--- config.mk ---
export PLATFORM = sky130hd
export DESIGN_NAME = systolic_array_controller_flat
export DESIGN_NICKNAME = d
export VERILOG_FILES = /design/src/rtl/systolic_array_controller_if.sv /design/src/rtl/systolic_array_controller.sv /design/src/flat_wrapper.sv
export SDC_FILE = /design/constraint.sdc
export NUM_CORES = 1
export LEC_CHECK = 0
export BUFFER_PORTS_ARGS = -buffer_cell sky130_fd_sc_hd__buf_2
export CAP_MARGIN = 30
export CORE_MARGIN = 4
export CORE_UTILIZATION = 40
export DETAILED_ROUTE_END_ITERATION = 7
export SYNTH_ARGS = -nofsm -noshare
export SYNTH_HDL_FRONTEND = slang
export SYNTH_SLANG_ARGS = --single-unit
--- constraint.sdc ---
create_clock -name clk_i -period 3.5 [get_ports clk_i]
set_clock_uncertainty 0.2 [all_clocks]
set_input_delay 0.875 -clock clk_i [delete_from_list [all_inputs] [get_ports clk_i]]
set_output_delay 0.875 -clock clk_i [all_outputs]
set_load 0.01 [all_outputs]
--- src/rtl/systolic_array_controller_if.sv ---
// rtl/systolic_array_controller_if.sv - command and PE-control bundle for the systolic array controller
interface systolic_array_controller_if #(
    parameter int N  = 4,
    parameter int KW = 8
);
    logic          start_i;
    logic          mode_os_i;
    logic [KW-1:0] k_i;
    logic          busy_o;
    logic          done_o;
    logic          ctrl_out_stat_o;
    logic          ctrl_load_o;
    logic          ctrl_sum_out_o;
    logic          ctrl_ps_in_o;
    logic          ctrl_ps_valid_o;
    logic          zero_opnd_o;
    logic          wload_o;
    logic [N-1:0]  feed_en_o;
    logic          drain_o;

    modport master (
        output start_i, mode_os_i, k_i,
        input  busy_o, done_o, ctrl_out_stat_o, ctrl_load_o, ctrl_sum_out_o,
        input  ctrl_ps_in_o, ctrl_ps_valid_o, zero_opnd_o, wload_o, feed_en_o, drain_o
    );

    modport slave (
        input  start_i, mode_os_i, k_i,
        output busy_o, done_o, ctrl_out_stat_o, ctrl_load_o, ctrl_sum_out_o,
        output ctrl_ps_in_o, ctrl_ps_valid_o, zero_opnd_o, wload_o, feed_en_o, drain_o
    );
endinterface

--- src/rtl/systolic_array_controller.sv ---
// rtl/systolic_array_controller.sv - phase sequencer (clear/load, skewed stream, drain) for an NxN PE grid
module systolic_array_controller #(
    parameter int N  = 4,
    parameter int KW = 8
) (
    input logic                        clk_i,
    input logic                        rstn_i,
    systolic_array_controller_if.slave bus
);
    localparam int CW = $clog2((1 << KW) + 2 * N);

    typedef enum logic [2:0] {S_IDLE, S_CLEAR, S_LOAD, S_STREAM, S_DRAIN, S_DONE} state_t;

    state_t        r_state;
    logic [CW-1:0] r_cnt;
    logic [KW-1:0] r_k;
    logic          r_mode;
    logic          r_busy;
    logic          r_done;
    logic          r_load;
    logic          r_sum_out;
    logic          r_ps_in;
    logic          r_ps_valid;
    logic          r_zero;
    logic          r_wload;
    logic          r_drain;
    logic [N-1:0]  r_feed;

    logic [CW-1:0] w_s_last;
    logic [CW-1:0] w_c_next;
    logic [N-1:0]  w_mask;

    // Last stream index S-1 = K + 2N - 3; the lane mask is computed for the cycle being entered.
    assign w_s_last = CW'(r_k) + CW'(2 * N - 3);
    assign w_c_next = (r_state == S_STREAM) ? r_cnt + 1'b1 : '0;

    always_comb begin
        w_mask = '0;
        for (int i = 0; i < N; i++) begin
            w_mask[i] = (w_c_next >= CW'(i)) && (w_c_next < CW'(i) + CW'(r_k));
        end
    end

    always_ff @(posedge clk_i or negedge rstn_i) begin
        if (!rstn_i) begin
            r_state    <= S_IDLE;
            r_cnt      <= '0;
            r_k        <= '0;
            r_mode     <= 1'b0;
            r_busy     <= 1'b0;
            r_done     <= 1'b0;
            r_load     <= 1'b0;
            r_sum_out  <= 1'b0;
            r_ps_in    <= 1'b0;
            r_ps_valid <= 1'b0;
            r_zero     <= 1'b0;
            r_wload    <= 1'b0;
            r_drain    <= 1'b0;
            r_feed     <= '0;
        end else begin
            r_done     <= 1'b0;
            r_load     <= 1'b0;
            r_sum_out  <= 1'b0;
            r_ps_in    <= 1'b0;
            r_ps_valid <= 1'b0;
            r_zero     <= 1'b0;
            r_wload    <= 1'b0;
            r_drain    <= 1'b0;
            r_feed     <= '0;
            case (r_state)
                S_IDLE: begin
                    if (bus.start_i && (bus.k_i != '0)) begin
                        r_mode <= bus.mode_os_i;
                        r_k    <= bus.k_i;
                        r_cnt  <= '0;
                        r_busy <= 1'b1;
                        if (bus.mode_os_i) begin
                            r_state    <= S_CLEAR;
                            r_ps_valid <= 1'b1;
                            r_zero     <= 1'b1;
                        end else begin
                            r_state <= S_LOAD;
                            r_load  <= 1'b1;
                            r_wload <= 1'b1;
                        end
                    end
                end
                S_CLEAR: begin
                    r_state    <= S_STREAM;
                    r_cnt      <= '0;
                    r_ps_in    <= 1'b1;
                    r_ps_valid <= 1'b1;
                    r_feed     <= w_mask;
                    r_zero     <= ~&w_mask;
                end
                S_LOAD: begin
                    if (r_cnt == CW'(N - 1)) begin
                        r_state   <= S_STREAM;
                        r_cnt     <= '0;
                        r_sum_out <= 1'b1;
                        r_drain   <= 1'b1;
                        r_feed    <= w_mask;
                        r_zero    <= ~&w_mask;
                    end else begin
                        r_cnt   <= r_cnt + 1'b1;
                        r_load  <= 1'b1;
                        r_wload <= 1'b1;
                    end
                end
                S_STREAM: begin
                    if (r_cnt == w_s_last) begin
                        r_cnt <= '0;
                        if (r_mode) begin
                            r_state   <= S_DRAIN;
                            r_sum_out <= 1'b1;
                            r_ps_in   <= 1'b1;
                            r_drain   <= 1'b1;
                        end else begin
                            r_state <= S_DONE;
                            r_done  <= 1'b1;
                        end
                    end else begin
                        r_cnt      <= r_cnt + 1'b1;
                        r_ps_in    <= r_mode;
                        r_ps_valid <= r_mode;
                        r_sum_out  <= ~r_mode;
                        r_drain    <= ~r_mode;
                        r_feed     <= w_mask;
                        r_zero     <= ~&w_mask;
                    end
                end
                S_DRAIN: begin
                    if (r_cnt == CW'(N - 1)) begin
                        r_state <= S_DONE;
                        r_done  <= 1'b1;
                    end else begin
                        r_cnt     <= r_cnt + 1'b1;
                        r_sum_out <= 1'b1;
                        r_ps_in   <= 1'b1;
                        r_drain   <= 1'b1;
                    end
                end
                S_DONE: begin
                    r_state <= S_IDLE;
                    r_busy  <= 1'b0;
                end
                default: r_state <= S_IDLE;
            endcase
        end
    end

    assign bus.busy_o          = r_busy;
    assign bus.done_o          = r_done;
    assign bus.ctrl_out_stat_o = r_mode;
    assign bus.ctrl_load_o     = r_load;
    assign bus.ctrl_sum_out_o  = r_sum_out;
    assign bus.ctrl_ps_in_o    = r_ps_in;
    assign bus.ctrl_ps_valid_o = r_ps_valid;
    assign bus.zero_opnd_o     = r_zero;
    assign bus.wload_o         = r_wload;
    assign bus.feed_en_o       = r_feed;
    assign bus.drain_o         = r_drain;
endmodule
--- src/flat_wrapper.sv ---
// flat-port wrapper written by rule: the top's interface ports become plain ports
module systolic_array_controller_flat 
#(
    parameter int N  = 4,
    parameter int KW = 8
)
  (clk_i, rstn_i, bus_start_i, bus_mode_os_i, bus_k_i, bus_busy_o, bus_done_o, bus_ctrl_out_stat_o, bus_ctrl_load_o, bus_ctrl_sum_out_o, bus_ctrl_ps_in_o, bus_ctrl_ps_valid_o, bus_zero_opnd_o, bus_wload_o, bus_feed_en_o, bus_drain_o);
  systolic_array_controller_if #(.N(N), .KW(KW)) bus_i ();
  input logic clk_i;
  input logic rstn_i;
  input wire logic [$bits(bus_i.start_i)-1:0] bus_start_i;
  input wire logic [$bits(bus_i.mode_os_i)-1:0] bus_mode_os_i;
  input wire logic [$bits(bus_i.k_i)-1:0] bus_k_i;
  output wire logic [$bits(bus_i.busy_o)-1:0] bus_busy_o;
  output wire logic [$bits(bus_i.done_o)-1:0] bus_done_o;
  output wire logic [$bits(bus_i.ctrl_out_stat_o)-1:0] bus_ctrl_out_stat_o;
  output wire logic [$bits(bus_i.ctrl_load_o)-1:0] bus_ctrl_load_o;
  output wire logic [$bits(bus_i.ctrl_sum_out_o)-1:0] bus_ctrl_sum_out_o;
  output wire logic [$bits(bus_i.ctrl_ps_in_o)-1:0] bus_ctrl_ps_in_o;
  output wire logic [$bits(bus_i.ctrl_ps_valid_o)-1:0] bus_ctrl_ps_valid_o;
  output wire logic [$bits(bus_i.zero_opnd_o)-1:0] bus_zero_opnd_o;
  output wire logic [$bits(bus_i.wload_o)-1:0] bus_wload_o;
  output wire logic [$bits(bus_i.feed_en_o)-1:0] bus_feed_en_o;
  output wire logic [$bits(bus_i.drain_o)-1:0] bus_drain_o;
  assign bus_i.start_i = bus_start_i;
  assign bus_i.mode_os_i = bus_mode_os_i;
  assign bus_i.k_i = bus_k_i;
  assign bus_busy_o = bus_i.busy_o;
  assign bus_done_o = bus_i.done_o;
  assign bus_ctrl_out_stat_o = bus_i.ctrl_out_stat_o;
  assign bus_ctrl_load_o = bus_i.ctrl_load_o;
  assign bus_ctrl_sum_out_o = bus_i.ctrl_sum_out_o;
  assign bus_ctrl_ps_in_o = bus_i.ctrl_ps_in_o;
  assign bus_ctrl_ps_valid_o = bus_i.ctrl_ps_valid_o;
  assign bus_zero_opnd_o = bus_i.zero_opnd_o;
  assign bus_wload_o = bus_i.wload_o;
  assign bus_feed_en_o = bus_i.feed_en_o;
  assign bus_drain_o = bus_i.drain_o;
  systolic_array_controller #(.N(N), .KW(KW)) u_core (.clk_i(clk_i), .rstn_i(rstn_i), .bus(bus_i));
endmodule
# After elaboration in Yosys (flattened, before gate mapping)
# Index checks and enable logic that the tools add are counted.
[classes]
reduce_logical = 15
n_eq_ne = 12
magnitude_cmp = 8
mux = 38
n_bitwise = 1
add_sub_neg = 5
[op_table]
columns = ["cell", "n"]
rows = [
  ["$mux W9", 5],
  ["$pmux W9 S5", 1],
  ["$lt A9 B9 Y1", 3],
  ["$add A2 B8 Y9 const A", 2],
  ["$ge A9 B1 Y1 const B", 2],
  ["$ge A9 B2 Y1 const B", 2],
  ["$mux W1", 16],
  ["$pmux W3 S5", 1],
  ["$mux W3", 4],
  ["$pmux W4 S3", 1],
  ["$add A1 B8 Y9 const A", 1],
  ["$add A8 B3 Y9 const B", 1],
  ["$add A9 B1 Y9 const B", 1],
  ["$eq A9 B2 Y1 const B", 1],
  ["$eq A9 B9 Y1", 1],
  ["$lt A9 B8 Y1", 1],
  ["$pmux W1 S3", 3],
  ["$mux W4", 2],
  ["$reduce_and A4 Y1", 2],
  ["$reduce_bool A8 Y1", 1],
  ["$eq A3 B2 Y1 const B", 2],
  ["$eq A3 B3 Y1 const B", 2],
  ["$ne A2 B1 Y1 const B", 3],
  ["$pmux W1 S2", 3],
  ["12 further kinds", 18],
]
[totals]
wordCells = 91
reg_bits = 32
output_inout_bits = 14
input_bits = 12

# Depth between registers and ports, before layout
# Gate-level depths: netlist (run 1).
[depth]
ltp_word = 8
mapped_depth = 13

# Worst setup path before layout (run 1)
# OpenSTA, ideal clock, no wires.
[synth_path]
path_type = "reg-to-reg"
startpoint = "register u_core.r_cnt[1]"
endpoint = "register u_core.r_zero, in the netlist u_core.bus.zero_opnd_o"
path_buffers = 1
required_time_ns = 3.165
setup_time_ns = 0.135
slack_ns = 0.234
path_stages_with_launch = 13
arrival_ns = 2.931
path_cell_list = "dfrtp_1 ha_1 buf_4 xnor2_1 nor2_1 ha_1 a21o_1 a31o_2 maj3_1 nor3_1 o211ai_1 or4_1 a2bb2oi_1"
[synth_via]
elab_chain_len = 8
elab_cells_between_ends = 21
cone_classes = "1 x add/sub; 8 x order compare; 2 x eq/ne; 4 x mux; 6 x reduce/logical"
[synth_lines]
columns = ["item", "line_no", "text"]
rows = [
  ["start: declaration", "systolic_array_controller.sv:15", "logic [CW-1:0] r_cnt;"],
  ["start signal: assignment", "systolic_array_controller.sv:105", "r_cnt <= r_cnt + 1'b1;"],
  ["start signal: assignment", "systolic_array_controller.sv:123", "r_cnt <= r_cnt + 1'b1;"],
  ["start signal: assignment", "systolic_array_controller.sv:137", "r_cnt <= r_cnt + 1'b1;"],
  ["$add A9 B1 Y9", "systolic_array_controller.sv:35", "assign w_c_next = (r_state == S_STREAM) ? r_cnt + 1'b1 : '0;"],
  ["$mux W9", "systolic_array_controller.sv:35", ""],
  ["$ge A9 B1 Y1, or another cell as far along", "systolic_array_controller.sv:40", "w_mask[i] = (w_c_next >= CW'(i)) && (w_c_next < CW'(i) + CW'(r_k));"],
  ["$logic_and A1 B1 Y1", "systolic_array_controller.sv:40", ""],
  ["$reduce_and A4 Y1", "systolic_array_controller.sv:94, systolic_array_controller.sv:103, systolic_array_controller.sv:129", ""],
  ["$logic_not A1 Y1", "systolic_array_controller.sv:94, systolic_array_controller.sv:103, systolic_array_controller.sv:129", ""],
  ["$mux W1 (on tied branches)", "systolic_array_controller.sv:111, systolic_array_controller.sv:97", ""],
  ["$pmux W1 S4 *", "systolic_array_controller.sv:70", "case (r_state)"],
  ["end signal: assignment", "systolic_array_controller.sv:94", "r_zero <= ~&w_mask;"],
  ["end signal: assignment", "systolic_array_controller.sv:103", "r_zero <= ~&w_mask;"],
  ["end signal: assignment", "systolic_array_controller.sv:129", "r_zero <= ~&w_mask;"],
  ["end: declaration", "systolic_array_controller.sv:24", "logic r_zero;"],
]
# Every way passes the cells marked *; elsewhere a longest branch is shown, timed or not.
# A chain may end at the register's enable or synchronous reset.

# Worst setup path in the final report (run 1)
[layout_path]
startpoint = "register u_core.r_k[1]"
endpoint = "register u_core.r_zero, in the netlist u_core.bus.zero_opnd_o"
[layout_via]
elab_chain_len = 7
elab_cells_between_ends = 18
cone_classes = "4 x add/sub; 4 x order compare; 1 x eq/ne; 3 x mux; 6 x reduce/logical"
[layout_lines]
columns = ["item", "line_no", "text"]
rows = [
  ["start: declaration", "systolic_array_controller.sv:16", "logic [KW-1:0] r_k;"],
  ["start signal: assignment", "systolic_array_controller.sv:74", "r_k <= bus.k_i;"],
  ["$add A1 B8 Y9 / $add A2 B8 Y9 (equally long branches)", "systolic_array_controller.sv:40", ""],
  ["$lt A9 B9 Y1", "systolic_array_controller.sv:40", ""],
  ["$logic_and A1 B1 Y1", "systolic_array_controller.sv:40", ""],
  ["$reduce_and A4 Y1", "systolic_array_controller.sv:94, systolic_array_controller.sv:103, systolic_array_controller.sv:129", ""],
  ["$logic_not A1 Y1", "systolic_array_controller.sv:94, systolic_array_controller.sv:103, systolic_array_controller.sv:129", ""],
  ["$mux W1 (on tied branches)", "systolic_array_controller.sv:111, systolic_array_controller.sv:97", ""],
  ["$pmux W1 S4 *", "systolic_array_controller.sv:70", ""],
]
# Marks and branches as above.

==> flow_summary.toml, run 1 <==
[floorplanning]
die_x_um = 95.4
num_io_pins = 26
die_height_um = 95.4
core-area_um2 = 7330
start_util_pct = 41.7
die-area_um2 = 9100
rows = 31

[timing]
timing.final.crit_share_pct = 95.2
timing.final.max_slew_violations = 0
finalSetupViolations = 0
hold_violations = 0
slew_headroom_pct = 50.4
fmax_mhz = 300
worst_pin_slew_ps = 745
holdWs_ps = 358
rsz0062_at_grt = "false"
fin_crit_ps = 3330
fin_setup_tns_ps = 0

[run_status]
status = "finished clean"

[worst_setup_path]
start_kind = "register"
critPathSlowestCell = "or4_1"
slowest_delay_ps = 520
crit_path_max_fanout = 7
required_ps = 3470
crit_type = "reg2reg"
cp-end-kind = "register"
cpMostUsedCell = "ha_1"
crit_chain = "inv_1 > ha_1 > xor2_1 > ha_1 > nor3_1 > a211oi_1 > a2111oi_2 > nor2_1 > o2111ai_1 > a21boi_1 > or4_1 > a2bb2oi_1"
worstPathArrival_ps = 3300

[yosys]
synth_top_family_by_area = "simple AND/OR/NAND/NOR gates"
synth_edf_count = 0
yosys.area_share.simple_pct = 23.3
ys_warn_count = 0
syn_avg_cell_area_um2 = 8.19
syn_inst = 373
ys.flop_type = "dfrtp_1"
syn_area_um2 = 3050
synth-compound-area-share_pct = 20.2
synthXorXnorAreaFrac_pct = 10.3
synth_fa_ha_area_share_pct = 11.8
syn_nets = 409
synthMuxAreaShare_pct = 1.39
async_flop_share_pct = 100
yosysSeqAreaShare_pct = 26.2
ys_ff_latch = 32
yosysUniqueCellTypes = 67

[drt]
firstDrtPassIters = 4
num_vias = 2790
drcViolationCount = 0
wl_per_cell_um = 16.1
drtAntennaViolNets = 0
drt_wl_total_mm = 8.02
viasPerCell = 5.60
drtIter0Drc = 204

[place]
place.gp.congestion = 0.899
dp_hpwl_mm = 6.20
io_buffers = 25

[grt]
grt_first_pass_wirelength_mm = 13.5
antenna_found_initial = 0
grt-ovfl-total = 0
grt_max_degree = 33
grt_pass1_vias = 2664
grt_usage_pct = 19.1

[clock_tree]
root_buffer = "clkbuf_8"
postCtsSetupRepairBufs = 0
cts_tree = "built"
clockBufferDepth = 2
htree_num_levels = 2
insertion_delay_ps = 300
cts.sinks = 32
numCtsBuffers = 5
clkTransAtPathRegs_ps = 80

[final_layout]
layout_common_cells = "nor2_1, nand2_1, dfrtp_1"
fin_nets = 434
layout-drive-gt1-share_pct = 18.3
post-route-util_pct = 47.0
mostFrequentLayoutCell = "nor2_1"
antenna_cells = 0
synthToLayoutAreaGrowth_pct = 12.8

[flow_run]
maxCapViolations = 0

[pwr]
leakage_nw = 1.52
vdd_ir_drop_max_mv = 0.294
pwr_density_cell_nw_per_um2 = 855

[min_path]
hp-class = "reg2reg"
## through the flow
step	area, µm²	setup slack, ps	cells	total power, mW
final	3450	169	498	2.95
after global routing	3450	19.7	498	3.23
after CTS	3440	147	498	2.94
after detailed placement	3330	171	490	2.56
after global placement	3330	262	490	2.52
after floorplan	3050	234	373	2.02
## power breakdown
| group | internal (mW) | switching, mW | leakage [nW] | total, mW |
|---|---|---|---|---|
| sequential | 0.490 | 0.165 | 0.381 | 0.655 |
| clock | 0.211 | 0.157 | 0.0541 | 0.367 |
| combinational | 0.873 | 1.05 | 1.08 | 1.92 |
## synth_stat cells, types with 6 or more instances
library cell | number | area (µm²)
xor2_1 | 7 | 61.3
buf_2 | 9 | 45.0
inv_1 | 14 | 52.6
nor2_1 | 39 | 146
a21oi_1 | 9 | 45.0
a21o_1 | 10 | 75.1
ha_1 | 24 | 300
clkbuf_1 | 9 | 33.8
buf_4 | 6 | 45.0
xnor2_1 | 29 | 254
nor4_1 | 10 | 62.6
dfrtp_1 | 32 | 801
a211oi_1 | 10 | 75.1
nor3_1 | 11 | 55.1
nand2_1 | 32 | 120
nand3_1 | 8 | 40.0
o21ai_0 | 30 | 150
## critical path: cells and delay by family, from the launching register on
family,cells,cell delay (ps)
simple gates,3,790
xor+xnor,1,150
buf+inv,1,160
compound gates,5,890
fa+ha+maj,2,510
flops,1,500
## layout make-up
type                    count  area, µm²
clock buffers               5       68.8
clock inverters             3       42.5
fillers                   713       3880
inverters                  16       60.1
multi-input cells         298       2060
flip-flops and latches     32        801
well taps                  99        124
repair buffers             45        288
## flip-flops by register name, summed over array words and instances, names as in the netlist
| register | count |
|---|---|
| u_core.bus.busy_o | 1 |
| u_core.bus.ctrl_load_o | 1 |
| u_core.bus.ctrl_out_stat_o | 1 |
| u_core.bus.ctrl_ps_in_o | 1 |
| u_core.bus.ctrl_ps_valid_o | 1 |
| u_core.bus.ctrl_sum_out_o | 1 |
| u_core.bus.done_o | 1 |
| u_core.bus.feed_en_o | 4 |
| u_core.bus.zero_opnd_o | 1 |
| u_core.r_cnt | 9 |
| u_core.r_k | 8 |
| u_core.r_state | 3 |
## worst paths after layout
check                                                   start                          endpoint  slack [ps]  cells after the start
worst min register to register  u_core.bus.busy_o$_DFFE_PN0P_     u_core.bus.busy_o$_DFFE_PN0P_         360                      2
min in group asynchronous                              rstn_i         u_core.r_k[2]$_DFFE_PN0P_         430                      1
max in group asynchronous                              rstn_i       u_core.r_cnt[7]$_DFFE_PN0P_        2190                      1
worst max register to register      u_core.r_k[1]$_DFFE_PN0P_  u_core.bus.zero_opnd_o$_DFF_PN0_         170                     12
worst max-delay path                u_core.r_k[1]$_DFFE_PN0P_  u_core.bus.zero_opnd_o$_DFF_PN0_         170                     12
worst min-delay path            u_core.bus.busy_o$_DFFE_PN0P_     u_core.bus.busy_o$_DFFE_PN0P_         360                      2
## logic make-up (layout without fill, tap and decap cells)
kind of cell / count (synthesis) / after routing
buf+inv: 43 / 69
mux: 4 / 4
xor+xnor: 36 / 36
compound gates: 92 / 92
fa+ha+maj: 30 / 30
simple gates: 136 / 136
flops: 32 / 32
## routing by layer
metal | share of wire (%) | GRT usage, % | wire (µm) | up-vias
met1 | 49 | 27.5 | 3910 | 1338
met4 | 1.2 | 4.62 | 99 | 0
li1 | - | - | - | 1387
met5 | 0 | 0 | 0 | -
met2 | 45 | 30.0 | 3640 | 56
met3 | 4.6 | 2.84 | 370 | 9
## repair_timing
| item | CTS | global route |
|---|---|---|
| endpoints found under the hold margin | 0 | 0 |
| hold buffers | 0 | 0 |
| gates resized for setup | 0 | 2 |
| setup endpoints to repair | 0 | 1 |
Note: power is estimated with default switching activity, not from simulation.
==> inputs of run 2 (changes only) <==
--- a/config.mk
+++ b/config.mk
@@ -8,8 +8,10 @@
 export BUFFER_PORTS_ARGS = -buffer_cell sky130_fd_sc_hd__buf_2
 export CAP_MARGIN = 30
 export CORE_MARGIN = 4
-export CORE_UTILIZATION = 40
+export CORE_UTILIZATION = 55
 export DETAILED_ROUTE_END_ITERATION = 7
+export PLACE_DENSITY = 0.77
+export RECOVER_POWER = 25
 export SYNTH_ARGS = -nofsm -noshare
 export SYNTH_HDL_FRONTEND = slang
 export SYNTH_SLANG_ARGS = --single-unit
==> flow_summary.toml, run 2 (synthesis results as in run 1) <==
[final_layout]
mostFrequentLayoutCell = "nor2_1"
seq_area_um2 = 803
antenna_cells = 0
layout-drive-gt1-share_pct = 18.2
multi_input_area_um2 = 2060
fin_nets = 430
largest_register_ffs = 9
final.fill_count = 471
max_flop_register = "u_core.r_cnt"
synthToLayoutAreaGrowth_pct = 10.3
layout_common_cells = "nor2_1, nand2_1, o21ai_0, dfrtp_1, xnor2_1"

[drt]
drt_wl_total_mm = 7.87
firstDrtPassIters = 5
drtAntennaViolNets = 0
wl_per_cell_um = 16.9
viasPerCell = 6.12
drcViolationCount = 0
num_vias = 2848
drtIter0Drc = 216

[floorplanning]
die-area_um2 = 6810
rows = 26
start_util_pct = 58.3
core-area_um2 = 5240
die_x_um = 82.5
die_height_um = 82.5
num_io_pins = 26

[clock_tree]
clockBufferDepth = 2
cts_tree = "built"
insertion_delay_ps = 290
numCtsBuffers = 5
htree_num_levels = 2
clkTransAtPathRegs_ps = 80
cts.sinks = 32
root_buffer = "clkbuf_8"

[worst_setup_path]
worst_r2r_endpoint = "u_core.bus.zero_opnd_o$_DFF_PN0_"
required_ps = 3450
crit_type = "reg2reg"
worstPathArrival_ps = 3260
r2r-start = "u_core.r_k[1]$_DFFE_PN0P_"
ff2ff_setup_slack_ps = 200
rr_worst_depth = 11
crit_path_max_fanout = 7
start_kind = "register"
cp-end-kind = "register"

[timing]
timing.final.max_slew_violations = 33
timing.final.crit_share_pct = 94.4
fin_ws_ps = 196
fin_crit_ps = 3300
hold_violations = 0
rsz0062_at_grt = "false"
worst_pin_slew_ps = 1800
slew_headroom_pct = -20.0
finalSetupViolations = 0
fmax_mhz = 303
fin_setup_tns_ps = 0

[place]
dp_hpwl_mm = 5.90
pre_cts_ws_ps = 176
io_buffers = 25
place.gp.congestion = 0.968

[grt]
grt-ovfl-total = 0
grt_usage_pct = 24.8
grt_max_degree = 33
antenna_found_initial = 0
grt_first_pass_wirelength_mm = 12.9
grt_pass1_vias = 2614

[min_path]
hp-class = "reg2reg"
min_from = "u_core.bus.busy_o$_DFFE_PN0P_"
min_to = "u_core.bus.busy_o$_DFFE_PN0P_"
hold_depth = 2

[pwr]
vdd_ir_drop_max_mv = 0.417
leakage_nw = 1.49
pwr_density_cell_nw_per_um2 = 861

[flow_run]
maxCapViolations = 1

[run_status]
status = "complete, but fails checks"
violations = "max-capacitance violations, max-slew violations"
[run 2: cell count changes in the layout (fill, tap and decap cells not counted), moves of 2 or more]
cell	previous run	this run
buf_4	19	16
nor2_2	1	3
dfrtp_2	0	2
dfrtp_1	32	30
nor2_1	39	37
[run 2: worst max-delay path by stage]
| stage | startpoint | endpoint |
|---|---|---|
| 2_1_floorplan | u_core.r_cnt[1]$_DFFE_PN0P_ | u_core.bus.zero_opnd_o$_DFF_PN0_ |
| 4_1_cts | u_core.r_k[1]$_DFFE_PN0P_ | u_core.bus.zero_opnd_o$_DFF_PN0_ |
| 3_3_place_gp | u_core.r_cnt[0]$_DFFE_PN0P_ | u_core.bus.zero_opnd_o$_DFF_PN0_ |
| 3_5_place_dp | u_core.r_k[1]$_DFFE_PN0P_ | u_core.bus.zero_opnd_o$_DFF_PN0_ |
| 6_report | u_core.r_k[1]$_DFFE_PN0P_ | u_core.bus.zero_opnd_o$_DFF_PN0_ |
| 5_1_grt | u_core.r_k[0]$_DFFE_PN0P_ | u_core.bus.zero_opnd_o$_DFF_PN0_ |
[run 2: timing repair]
action,in CTS,in global routing
buffers inserted,0,0
setup endpoints to repair,0,1
gates resized for setup,0,5
hold buffers,0,0
[run 2: through the flow]
stage	cells	utilization [%]	power (mW)	cell area (µm²)	hold slack, ps
2_1_floorplan	373	-	2.02	3050	365
3_3_place_gp	457	62.0	2.43	3250	322
3_5_place_dp	457	62.0	2.48	3250	345
4_1_cts	465	64.2	2.87	3360	370
5_1_grt	465	64.3	3.15	3370	404
6_report	465	64.3	2.90	3370	365
[run 2: worst max-delay path, cell delays in order, from the launching register on]
cell and delay, ps:
dfrtp_2 480, inv_1 190, ha_1 310, ha_1 320
nor3_1 190, a211oi_1 100, a2111oi_0 420, nor2_1 80
o2111ai_1 110, a21boi_1 100, or4_1 500, a2bb2oi_1 140
[run 2: report_power, final]
part	total (mW)	internal [mW]	switching, mW
Sequential	0.647	0.492	0.155
Clock	0.366	0.211	0.155
Combinational	1.89	0.828	1.06
[run 2: layout make-up]
cell class,count,share of cell area [%]
sequential,32,23.8
clock buffer,5,2.04
timing repair buffer,41,7.24
clock inverter,3,1.26
multi-input combinational,298,61.2
inverter,16,1.78
tap,70,2.60
[run 2: per-layer routing]
metal	track usage (%)	wire length, µm	vias to the layer above
li1	-	-	1384
met1	33.8	3560	1327
met2	39.7	3560	114
met3	4.88	598	23
met4	7.19	148	0
met5	0	0	-
